--- src/rtl/core_pkg.sv ---
// core_pkg: shared decode enums, ALU control struct and RV32I opcode constants
package core_pkg;
    typedef enum logic [3:0] {
        OP, OP_IMM, LOAD, STORE, BRANCH, JAL, JALR, LUI, AUIPC, ILLEGAL
    } OpCode;
    typedef enum logic [2:0] {ADD, SUB, AND, OR, XOR} DecodedAluCmd;
    typedef logic [4:0] RegAddr;
    typedef struct packed {
        DecodedAluCmd cmd;
        logic         carry_in;
    } AluCtrl;
    localparam logic [6:0] OPC_OP     = 7'b0110011;
    localparam logic [6:0] OPC_OP_IMM = 7'b0010011;
    localparam logic [6:0] OPC_LOAD   = 7'b0000011;
    localparam logic [6:0] OPC_STORE  = 7'b0100011;
    localparam logic [6:0] OPC_BRANCH = 7'b1100011;
    localparam logic [6:0] OPC_JAL    = 7'b1101111;
    localparam logic [6:0] OPC_JALR   = 7'b1100111;
    localparam logic [6:0] OPC_LUI    = 7'b0110111;
    localparam logic [6:0] OPC_AUIPC  = 7'b0010111;
endpackage

--- src/rtl/nibble_alu.sv ---
// nibble_alu: combinational 4-bit ALU step; SUB is a + ~b + carry_in
module nibble_alu
    import core_pkg::*;
(
    input  logic [3:0] d1,
    input  logic [3:0] d2,
    input  AluCtrl     ctrl,
    output logic [3:0] res,
    output logic       carry_out
);
    logic [4:0] sum;
    logic       arith;
    always_comb begin
        sum = {1'b0, d1} + {1'b0, ctrl.cmd == SUB ? ~d2 : d2} + {4'd0, ctrl.carry_in};
        arith = ctrl.cmd == ADD || ctrl.cmd == SUB;
        res = ctrl.cmd == AND ? d1 & d2 :
              ctrl.cmd == OR  ? d1 | d2 :
              ctrl.cmd == XOR ? d1 ^ d2 : sum[3:0];
        carry_out = arith & sum[4];
    end
endmodule

--- src/rtl/decode_nibble_alu.sv ---
// decode_nibble_alu: registered RV32I field decode plus nibble-serial ALU with carry flag
module decode_nibble_alu
    import core_pkg::*;
(
    input  logic         clk,
    input  logic         reset,
    input  logic         instr_valid,
    input  logic [31:0]  instr,
    output OpCode        op_class,
    output DecodedAluCmd alu_cmd,
    output RegAddr       rs1,
    output RegAddr       rs2,
    output RegAddr       rd,
    output logic [11:0]  jump_addr,
    input  logic         nib_start,
    input  logic         nib_en,
    input  logic [3:0]   nib_a,
    input  logic [3:0]   nib_b,
    output logic [3:0]   nib_res,
    output logic         carry_out
);
    OpCode        class_d;
    DecodedAluCmd cmd_d;
    logic [11:0]  imm_d;
    logic [2:0]   f3;
    logic         carry_flag;
    AluCtrl       ctrl;
    always_comb begin
        f3 = instr[14:12];
        class_d = instr[6:0] == OPC_OP     ? OP     :
                  instr[6:0] == OPC_OP_IMM ? OP_IMM :
                  instr[6:0] == OPC_LOAD   ? LOAD   :
                  instr[6:0] == OPC_STORE  ? STORE  :
                  instr[6:0] == OPC_BRANCH ? BRANCH :
                  instr[6:0] == OPC_JAL    ? JAL    :
                  instr[6:0] == OPC_JALR   ? JALR   :
                  instr[6:0] == OPC_LUI    ? LUI    :
                  instr[6:0] == OPC_AUIPC  ? AUIPC  : ILLEGAL;
        cmd_d = !(class_d == OP || class_d == OP_IMM) ? ADD :
                f3 == 3'b000 ? (class_d == OP && instr[30] ? SUB : ADD) :
                f3 == 3'b100 ? XOR :
                f3 == 3'b110 ? OR  :
                f3 == 3'b111 ? AND : ADD;
        // Branch offsets are stored halved: bit 0 of the byte offset is always zero
        imm_d = class_d == LOAD || class_d == OP_IMM || class_d == JALR ? instr[31:20] :
                class_d == STORE  ? {instr[31:25], instr[11:7]} :
                class_d == BRANCH ? {instr[31], instr[7], instr[30:25], instr[11:8]} : 12'd0;
    end
    always_ff @(posedge clk or posedge reset) begin
        if (reset) begin
            op_class  <= ILLEGAL;
            alu_cmd   <= ADD;
            rs1       <= '0;
            rs2       <= '0;
            rd        <= '0;
            jump_addr <= '0;
        end else if (instr_valid) begin
            op_class  <= class_d;
            alu_cmd   <= cmd_d;
            rs1       <= instr[19:15];
            rs2       <= instr[24:20];
            rd        <= instr[11:7];
            jump_addr <= imm_d;
        end
    end
    always_ff @(posedge clk or posedge reset) begin
        if (reset) carry_flag <= 1'b0;
        else if (nib_en) carry_flag <= carry_out;
    end
    always_comb begin
        ctrl.cmd = alu_cmd;
        ctrl.carry_in = nib_start ? alu_cmd == SUB : carry_flag;
    end
    nibble_alu u_alu (
        .d1       (nib_a),
        .d2       (nib_b),
        .ctrl     (ctrl),
        .res      (nib_res),
        .carry_out(carry_out)
    );
endmodule

--- config.mk ---
export PLATFORM = sky130hd
export DESIGN_NAME = decode_nibble_alu
export DESIGN_NICKNAME = d
export VERILOG_FILES = /design/src/rtl/core_pkg.sv /design/src/rtl/nibble_alu.sv /design/src/rtl/decode_nibble_alu.sv
export SDC_FILE = /design/constraint.sdc
export NUM_CORES = 1
export LEC_CHECK = 0
export ABC_AREA = 1
export ABC_CLOCK_PERIOD_IN_PS = 3400
export CORE_MARGIN = 10
export CORE_UTILIZATION = 45
export DETAILED_ROUTE_END_ITERATION = 16
export GPL_ROUTABILITY_DRIVEN = 0
export PLACE_DENSITY = 0.8
export SYNTH_ARGS = -nofsm -noshare
export SYNTH_HDL_FRONTEND = slang
export SYNTH_HIERARCHICAL = 1
export SYNTH_SLANG_ARGS = --single-unit
--- constraint.sdc ---
create_clock -name clk -period 3.4 [get_ports clk]
set_clock_uncertainty 0.15 [all_clocks]
set_input_delay 0.51 -clock clk [delete_from_list [all_inputs] [get_ports clk]]
set_output_delay 0.51 -clock clk [all_outputs]
set_load 0.1 [all_outputs]
== Yosys cells after proc, flatten, opt, wreduce, memory -nomap -nowiden ==
Cells that the tools add are included.
Word-level totals
  input port bits: 45
  logic and storage cells: 66
  register bits: 35
Operators by class
  eq/ne operators: 21
  add/sub/neg operators: 2
  reduce and logical (&&, ||, !) cells: 8
  multiplexer cells: 23
  bitwise gates (word level): 5
Operators by type and width (count)
  $mux 4: 12
  $mux 12: 3
  $eq 7x6->1 const B: 3
  $eq 7x7->1 const B: 3
  $eq 7x5->1 const B: 2
  $eq 3x3->1 const B: 4
  $mux 3: 3
  $eq 4x2->1 const B: 2
  $eq 4x3->1 const B: 2
  $eq 7x2->1 const B: 1
  $eq 3x2->1 const B: 2
  $logic_not 3->1: 2
  $add 4x4->5: 1
  $add 5x1->5: 1
  $and 4x4->4: 1
  $eq 4x1->1 const B: 1
  $logic_not 4->1: 1
  $logic_or 1x1->1: 4
  $mux 2: 2
  $not 4->4: 1
  $or 4x4->4: 1
  $xor 4x4->4: 1
  $eq 3x1->1 const B: 1
  $mux 1: 3
  2 further kinds: 2

== Longest topological paths before layout ==
  depth in word-level cells: 15
  mapped depth: 12
  gate-level depth less buffers: 12

== Modules after synthesis ==
Netlist, hierarchy kept.
Modules (own cells, without submodules)
  decode_nibble_alu: area an instance 1850.5 sq um, instances 1, cells an instance 256
  nibble_alu: area an instance 490.5 sq um, instances 1, cells an instance 74

== Least setup slack after synthesis ==
Ideal clock, no wire load.
  kind: reg-to-output
  start: reg alu_cmd[2]
  end: out nib_res[2]
  slack: -0.587 ns
  arrival: 3.327 ns
  required time: 2.740 ns
  stages on the path, launching flop included: 9
  cells stage by stage: dfrtp_1 nor2_1 nand2_2 xor2_1 fa_1 fa_1 xor2_1 and2_0 o21ai_1
Between the ends
  longest elaborated chain between the ends: 7
  elaborated cells between the ends (all ways): 11
  those cells by class: add/sub: 2; eq/ne: 4; mux: 5
RTL lines
  start, declared: RTL line decode_nibble_alu.sv:10  | output DecodedAluCmd alu_cmd,
  start signal, assigned: RTL line decode_nibble_alu.sv:59  | alu_cmd <= cmd_d;
  $eq 3x1->1: RTL line nibble_alu.sv:14, decode_nibble_alu.sv:72
  $mux 4: RTL line nibble_alu.sv:14  | sum = {1'b0, d1} + {1'b0, ctrl.cmd == SUB ? ~d2 : d2} + {4'd0, ctrl.carry_in};
  $add 4x4->5: RTL line nibble_alu.sv:14
  $add 5x1->5: RTL line nibble_alu.sv:14
  $mux 4: RTL line nibble_alu.sv:18  | ctrl.cmd == XOR ? d1 ^ d2 : sum[3:0];
  $mux 4: RTL line nibble_alu.sv:17  | ctrl.cmd == OR ? d1 | d2 :
  $mux 4 *: RTL line nibble_alu.sv:16  | res = ctrl.cmd == AND ? d1 & d2 :
  end, declared: RTL line decode_nibble_alu.sv:19  | output logic [3:0] nib_res,
Mark *: on every way between the ends. The rest lies on a longest branch, timed or not.

== Worst setup path in the final report ==
Same ends and word-level chain as after synthesis.

==> metrics <==
status=complete, no violations; drt drc=0; kind of critical path=reg2out; library cells used by synthesis=30; DR WL/cell=14.3 um; Power Total=1.38 mW; hold path start=rs1[3]$_DFFE_PP0P_; Worst Reg2Reg Path Length in Cells=11; first-pass GRT wire length=11.5 mm; All-Layer GR Usage=16.2%; fillers=455; Design Area, Final=3350 sq um; Leak=1.74 nW; syn avg cell area=7.09 sq um; Clock Sinks=35; largest net degree at the start of global routing=39; Syn. warnings=6; vias=2333; hold buffer count at cts=0; Skew-Pair Late Insertion Delay=290 ps; die height=92.1 um; commonest non-fill, non-tap cells in the layout=nand2_1, clkdlybuf4s50_1, inv_1, dfrtp_1, nand3_1; Slew HR=32.4%; Crit Path Max Fanout=5; initial antenna violation count=0; layout cells sized above 1=17.0%; Clock Tree Buf Depth=2; post-DP HPWL=5.28 mm; Seq/Total Area, Yosys=37.5%; number of top-level pins=84; Most Crowded Layer GR=met2; VDD IR max=273 uV; CTS buffer count=5; vias in the first global route=2366; flop and latch count out of synthesis=35; ANT cells=0; worst hold margin=321 ps; CP required=2740 ps; post-layout net count=469; final hold vios=0; total of max-cap violations=0; Min-Delay Path Class=reg2reg; Worst EP arrival=2650 ps; commonest non-fill, non-tap cell in the layout=nand2_1; area delta synth->final=43.0%; setup_tns=0 ps; FP Rows=26; Period minus WS final=3310 ps; First DRT Iteration DRCs=116; Worst Setup End Kind=primary output; hold depth=2; via-per-instance ratio=4.85; Min-Delay Endpoint=rs1[3]$_DFFE_PP0P_; GR Overflow Total=0; first-pass iteration count of the detailed router=4; Post-DP Area=3190 sq um; M3 GR Usage=3.83%; R2R Setup Slk=1010 ps; die area=8490 sq um; CTS tree=yes; Post-Syn Area=2340 sq um; Die X=92.1 um; Final Slew Violations=0; dpl ws=-180 ps; worst-margin pin slew=1010 ps; reg-to-reg critical path startpoint=alu_cmd[2]$_DFFE_PP0P_; Core Area=5070 sq um; M2 GR Usage=27.9%; Storage cell area=882 sq um; Fmax=302 MHz; Syn Inst Count=330; root buffer cell=clkbuf_8; Reg clk slew, reported paths=70 ps; area of the multi-input gates=1250 sq um; Pwr per Cell Area=411 nW/um^2; Reg-to-Reg End=carry_flag$_DFFE_PP0P_; met1 Use GR=19.2%; syn_nets=389; crit path launch type=flip-flop; final antenna-violating net count=0; Port Buffers=83; Final period util=97.4%; H-tree levels=2; setup ws final=89.2 ps; Setup Viol. Count Final=0; Initial Utilization=46.1%; WL final=6.88 mm
## per-layer routing
layer	part of all wire [%]	vias to the layer above	routed length, um
li1	-	1194	-
met1	42	1069	2910
met4	2.4	0	167
met5	0	-	0
met3	4.8	13	327
met2	50	57	3470
## how the worst max path moves through the flow
stage / start / cells after the start / endpoint / slack [ps]
after floorplan: alu_cmd[2]$_DFFE_PP0P_ / 8 / nib_res[2] / -80
after global placement: nib_start / 10 / nib_res[2] / -70
after detailed placement: nib_start / 10 / nib_res[2] / -180
after CTS: nib_start / 10 / nib_res[2] / 0.5
after global routing: alu_cmd[2]$_DFFE_PP0P_ / 9 / nib_res[2] / -0.6
final: alu_cmd[2]$_DFFE_PP0P_ / 9 / nib_res[2] / 90
## per-stage QoR
stage	utilization (%)	instances
after global placement	62.9	472
after CTS	65.4	480
after detailed placement	62.9	472
after floorplan	-	330
final	66.0	481
after global routing	66.0	481
## cell families after synthesis
kind of cell | count (synthesis) | synth area share (%)
AOI/OAI and AO/OA | 29 | 6.68
xor gates and xnor gates | 5 | 1.87
adders and majority gates | 14 | 8.12
buffers and inverters | 54 | 10.2
DFF | 35 | 37.5
and+or+nand+nor | 193 | 35.6
## worst max-delay path: stages (launching register included)
cell and delay [ps]:
dfrtp_2 460, nor2_4 160, nand2_4 90, xor2_1 170
fa_2 380, fa_2 410, xor2_1 160, and2_0 150
o21ai_2 200, buf_12 200
## power by group
group          internal (mW)  switching (mW)
Combinational          0.161           0.363
Sequential             0.441          0.0119
Clock                  0.241           0.160
Total                  0.842           0.534
## cells in the mapped netlist, drive strengths merged
library cell  number  area [sq um]
nor4               1          6.26
o21a               1          7.51
ha                12           150
nor3               1          16.3
inv               41           154
o21ai             21           109
dfstp              2          52.6
buf               10          73.8
nand3b             2          15.0
dfrtp             33           826
nand2            137           524
o22ai              2          12.5
clkbuf             3          11.3
nor2              16          70.1
nand3             31           170
a21oi              3          15.0
and2               1          6.26
nand4              4          25.0
a31oi              2          12.5
xor2               5          43.8
fa                 2          40.0
## layout make-up
cell class,count,share of cell area [%]
Multi-Input combinational cell,241,37.3
Clock buffer,6,2.47
Inverter,41,4.60
Clock inverter,2,1.16
Tap cell,70,2.62
Timing Repair Buffer,86,25.5
Sequential cell,35,26.4
## repair_timing
| item | CTS | global route |
|---|---|---|
| pin swaps | 2 | 4 |
| setup endpoints to repair | 3 | 3 |
| gates resized for setup | 3 | 9 |
| setup buffers | 0 | 1 |
| endpoints found under the hold margin | 0 | 0 |
## sequential cells by signal (all words and copies together) (netlist names)
signal      cells
rd              5
op_class        4
rs2             5
rs1             5
jump_addr      12
carry_flag      1
alu_cmd         3
Power figures use the tool's default switching activity.
